==> src/rtl/alu_issue_unit.sv <==
// Sequential front end for the 32-bit combinational ALU: decodes the ALU control code,
// holds the ALU inputs stable for a settle window, then hands the result downstream.
module alu_issue_unit #(
  parameter int SETTLE_CYCLES = 4
) (
  input  logic        clk,
  input  logic        reset,
  input  logic        in_valid,
  output logic        in_ready,
  input  logic [1:0]  alu_op,
  input  logic [5:0]  funct,
  input  logic [4:0]  shamt_in,
  input  logic [31:0] rs_data,
  input  logic [31:0] rt_data,
  input  logic [31:0] imm,
  input  logic        alu_src,
  output logic [3:0]  alu_control,
  output logic [31:0] alu_a,
  output logic [31:0] alu_b,
  output logic [4:0]  alu_shamt,
  input  logic [31:0] alu_result,
  input  logic        alu_zero,
  output logic        out_valid,
  input  logic        out_ready,
  output logic [31:0] out_result,
  output logic        out_zero,
  output logic        out_illegal
);

  localparam logic [3:0] CNT_INIT = 4'(SETTLE_CYCLES - 1);

  localparam logic [3:0] CODE_AND     = 4'b0000;
  localparam logic [3:0] CODE_OR      = 4'b0110;
  localparam logic [3:0] CODE_ADD     = 4'b0010;
  localparam logic [3:0] CODE_SUB     = 4'b0001;
  localparam logic [3:0] CODE_SLT     = 4'b0111;
  localparam logic [3:0] CODE_NOR     = 4'b1100;
  localparam logic [3:0] CODE_SLL     = 4'b0100;
  localparam logic [3:0] CODE_ILLEGAL = 4'b1111;

  typedef enum logic [1:0] {
    IDLE,
    SETTLE,
    HOLD
  } state_t;

  state_t     state;
  logic [3:0] count;
  logic       illegal_q;
  logic [3:0] dec_control;
  logic       dec_illegal;

  always_comb begin
    // NOTE: default every output first so no path through the case leaves one unassigned (no latch).
    dec_control = CODE_ADD;
    dec_illegal = 1'b0;
    unique case (alu_op)
      2'b00: dec_control = CODE_ADD;
      2'b01: dec_control = CODE_SUB;
      2'b11: dec_control = CODE_OR;
      2'b10: begin
        unique case (funct)
          6'b100100: dec_control = CODE_AND;
          6'b100101: dec_control = CODE_OR;
          6'b100000: dec_control = CODE_ADD;
          6'b100010: dec_control = CODE_SUB;
          6'b101010: dec_control = CODE_SLT;
          6'b100111: dec_control = CODE_NOR;
          6'b000000: dec_control = CODE_SLL;
          default: begin
            dec_control = CODE_ILLEGAL;
            dec_illegal = 1'b1;
          end
        endcase
      end
      default: dec_control = CODE_ADD;
    endcase
  end

  // Handshake flags decode from state only, so reset drops out_valid without a clock edge.
  assign in_ready  = (state == IDLE);
  assign out_valid = (state == HOLD);

  always_ff @(posedge clk or posedge reset) begin
    if (reset) begin
      state       <= IDLE;
      count       <= '0;
      illegal_q   <= 1'b0;
      alu_control <= '0;
      alu_a       <= '0;
      alu_b       <= '0;
      alu_shamt   <= '0;
      out_result  <= '0;
      out_zero    <= 1'b0;
      out_illegal <= 1'b0;
    end else begin
      // NOTE: non-blocking assignments so every register samples pre-edge values.
      unique case (state)
        IDLE: begin
          if (in_valid) begin
            alu_control <= dec_control;
            alu_a       <= rs_data;
            alu_b       <= alu_src ? imm : rt_data;
            alu_shamt   <= shamt_in;
            illegal_q   <= dec_illegal;
            count       <= CNT_INIT;
            state       <= SETTLE;
          end
        end
        SETTLE: begin
          if (count == 4'd0) begin
            out_result  <= alu_result;
            out_zero    <= alu_zero;
            out_illegal <= illegal_q;
            state       <= HOLD;
          end else begin
            count <= count - 4'd1;
          end
        end
        HOLD: begin
          if (out_ready) state <= IDLE;
        end
        default: state <= IDLE;
      endcase
    end
  end

endmodule

==> config.mk <==
export PLATFORM = sky130hd
export DESIGN_NAME = alu_issue_unit
export DESIGN_NICKNAME = d
export VERILOG_FILES = /design/src/rtl/alu_issue_unit.sv
export SDC_FILE = /design/constraint.sdc
export NUM_CORES = 1
export LEC_CHECK = 0
export ABC_AREA = 1
export CAP_MARGIN = 10
export CORE_ASPECT_RATIO = 1.4
export CORE_MARGIN = 5
export CORE_UTILIZATION = 40
export CTS_CLUSTER_SIZE = 20
export DETAILED_ROUTE_END_ITERATION = 12
export PLACE_DENSITY = 0.9
export SYNTH_ARGS = -nofsm -noshare
export SYNTH_HDL_FRONTEND = slang
export SYNTH_SLANG_ARGS = --single-unit
==> constraint.sdc <==
create_clock -name clk -period 4.7 [get_ports clk]
set_input_delay 0.94 -clock clk [delete_from_list [all_inputs] [get_ports clk]]
set_output_delay 0.94 -clock clk [all_outputs]
set_load 0.02 [all_outputs]
==> flow_metrics.env <==
export IMPL_dr_first_iter_drc_count=97
export IMPL_clock_sinks=114
export IMPL_synthCells=525
export IMPL_ys_warn_count=0
export IMPL_hold_violations=0
export IMPL_rsz0062_at_grt="no"
export IMPL_p_int_mw=3.54
export IMPL_synth_flop_cell="dfrtp_1"
export IMPL_combPwrFrac=0.458
export IMPL_cp_max_fo=4
export IMPL_reg2reg_depth=5
export IMPL_p_total_mw=5.59
export IMPL_tns_ns=0
export IMPL_first_global_vias=4508
export IMPL_yosys_register_bits=114
export IMPL_core_area_um2=12300
export IMPL_setup_viol=0
export IMPL_whs_ns=0.463
export IMPL_diodes=0
export IMPL_clock_latency_ns=0.40
export IMPL_area_delta_synth_final_pct=64.9
export IMPL_port_buffers=255
export IMPL_die_h_um=142
export IMPL_design_area_um2=8190
export IMPL_synth_area_top_cells="dfrtp_1, nand2_1, mux2_4"
export IMPL_place_area_um2=7590
export IMPL_yosysSeqAreaShare=0.574
export IMPL_cts_resized=0
export IMPL_vias_per_cell=4.74
export IMPL_hpwl_um=11100
export IMPL_cts_setup_buffers=0
export IMPL_synth_nets=674
export IMPL_gp_congestion=0.825
export IMPL_clockRootBuffer="clkbuf_16"
export IMPL_cts_buffer_depth=2
export IMPL_dp_cells=907
export IMPL_cts_buffers=17
export IMPL_synthDominantCellAreaShare=0.574
export IMPL_place_ws_ns=1.91
export IMPL_p_per_area_nw_per_um2=682
export IMPL_ant_nets=0
export IMPL_vias=4449
export IMPL_initial_core_util=0.406
export IMPL_synth_enable_flop_cells=0
export IMPL_fin_crit_sh=0.603
export IMPL_p_sw_frac=0.366
export IMPL_drv_cap=0
export IMPL_grt_pass1_wl_um=23200
export IMPL_overflow=0
export IMPL_power_frac_seq=0.311
export IMPL_fin_util=0.669
export IMPL_yosysMostFrequentCell="nand2_1"
export IMPL_setup_ws_ns=1.87
export IMPL_drive_gt1_frac=0.0951
export IMPL_die_x_um=104
export IMPL_syn_avg_cell_area_um2=9.47
export IMPL_antenna_found_initial=0
export IMPL_path_clk_slew_ns=0.05
export IMPL_synthTopCellsByCount="nand2_1, dfrtp_1, o21ai_0"
export IMPL_criticalPathCategory="reg -> out"
export IMPL_fp_dieArea_um2=14800
export IMPL_cts_tree="done"
export IMPL_crit_required_ns=3.76
export IMPL_p_leak_nw=3.92
export IMPL_row_count=48
export IMPL_hold_buffers=0
export IMPL_htreeDepth=4
export IMPL_peakVddDrop_mv=0.296
export IMPL_netlist_area_um2=4970
export IMPL_end_kind="output port"
export IMPL_max_freq_mhz=353
export IMPL_p_sw_mw=2.05
export IMPL_fin_skew_ns=0.00837
export IMPL_io_pins=256
export IMPL_synth_cell_types=25
export IMPL_drt_wl_total_um=14800
export IMPL_first_pass_iters=4
export IMPL_cp_start_kind="register"
export IMPL_grtUsageTotal=0.199
export IMPL_wl_per_cell_um=15.7
export IMPL_slew_viol_final=0
export IMPL_drt_drc_violations_left=0
export IMPL_maxSlewHeadroom=0.417
export IMPL_min_path_type="reg -> reg"
export IMPL_final_min_clock_period_ns=2.83
export IMPL_synth_largest_area_cell="dfrtp_1"
export IMPL_ys_async_sr_fraction=1.00
export IMPL_status="completed"
export IMPL_power_frac_clock=0.231
export IMPL_num_nets_final=925
export IMPL_whs_path_depth=1
export IMPL_grt_max_degree=74
export IMPL_arrival_ns=1.89
export IMPL_final_cells=939
export IMPL_worst_pin_slew_ns=0.875
[logic make-up after synthesis]
| family | synth area share |
|---|---|
| DFF | 0.574 |
| adders and majority gates | 0.00503 |
| xor gates and xnor gates | 0.00176 |
| AOI/OAI and AO/OA | 0.0808 |
| buffers and inverters | 0.0660 |
| muxes | 0.0952 |
| and+or+nand+nor | 0.177 |
[flip-flops by register name (all words and copies together), names as in the netlist]
name and flops:
illegal_q 1, alu_control 4, alu_shamt 5, out_illegal 1, out_result 32, out_zero 1, alu_b 32, alu_a 32
state 2, count 4
[worst max-delay path, cell delays in order, from the launching register on]
cell and delay [ns]:
dfrtp_1 0.40, nor2_1 0.38, clkdlybuf4s50_1 0.72
[routing by layer]
| layer | up-vias | share of wire | GRT usage |
|---|---|---|---|
| li1 | 2166 | - | - |
| met4 | 0 | 0.027 | 0.0825 |
| met3 | 23 | 0.077 | 0.0674 |
| met5 | - | 0 | 0 |
| met1 | 2054 | 0.37 | 0.209 |
| met2 | 206 | 0.52 | 0.362 |
[worst paths after layout]
kind                               start              to  slack, ns
min in group asynchronous          reset       alu_b[24]       1.08
worst min-delay path            count[0]        count[0]       0.46
worst max-delay path            state[0]        in_ready       1.87
worst min register to register  count[0]        count[0]       0.46
worst max register to register  state[0]  alu_control[0]       2.51
max in group asynchronous          reset     out_illegal       2.76
[power by group through the flow]
| stage | logic (mW) | registers, mW | clock network (mW) |
|---|---|---|---|
| global placement | 2.52 | 1.72 | 0 |
| global route | 2.74 | 1.80 | 1.36 |
| CTS | 2.60 | 1.74 | 1.32 |
| detailed placement | 2.58 | 1.75 | 0 |
| finish | 2.56 | 1.74 | 1.29 |
| floorplan | 0.773 | 2.27 | 0 |
[placed cells by master (no fill, tap or decap), types with 3 or more instances in the layout]
cell,Yosys,layout
clkinv_4,0,4
nand2_1,191,190
mux2_4,27,27
dfrtp_1,114,114
nor2_1,18,18
nand3_1,9,9
inv_6,0,4
o21ai_0,66,66
o21ai_1,3,3
clkdlybuf4s50_1,0,254
a21oi_1,4,4
clkbuf_16,0,17
inv_1,47,46
mux2_2,6,6
buf_4,0,3
[final cells by class]
type / instances / area (um2)
tap: 150 / 188
clock buffer: 19 / 453
clock inverter: 13 / 150
sequential: 114 / 2850
timing repair buffer: 258 / 2570
inverter: 48 / 183
multi-input combinational: 337 / 1800
fill: 917 / 4060
No activity file was read; power rests on OpenSTA's default activity.
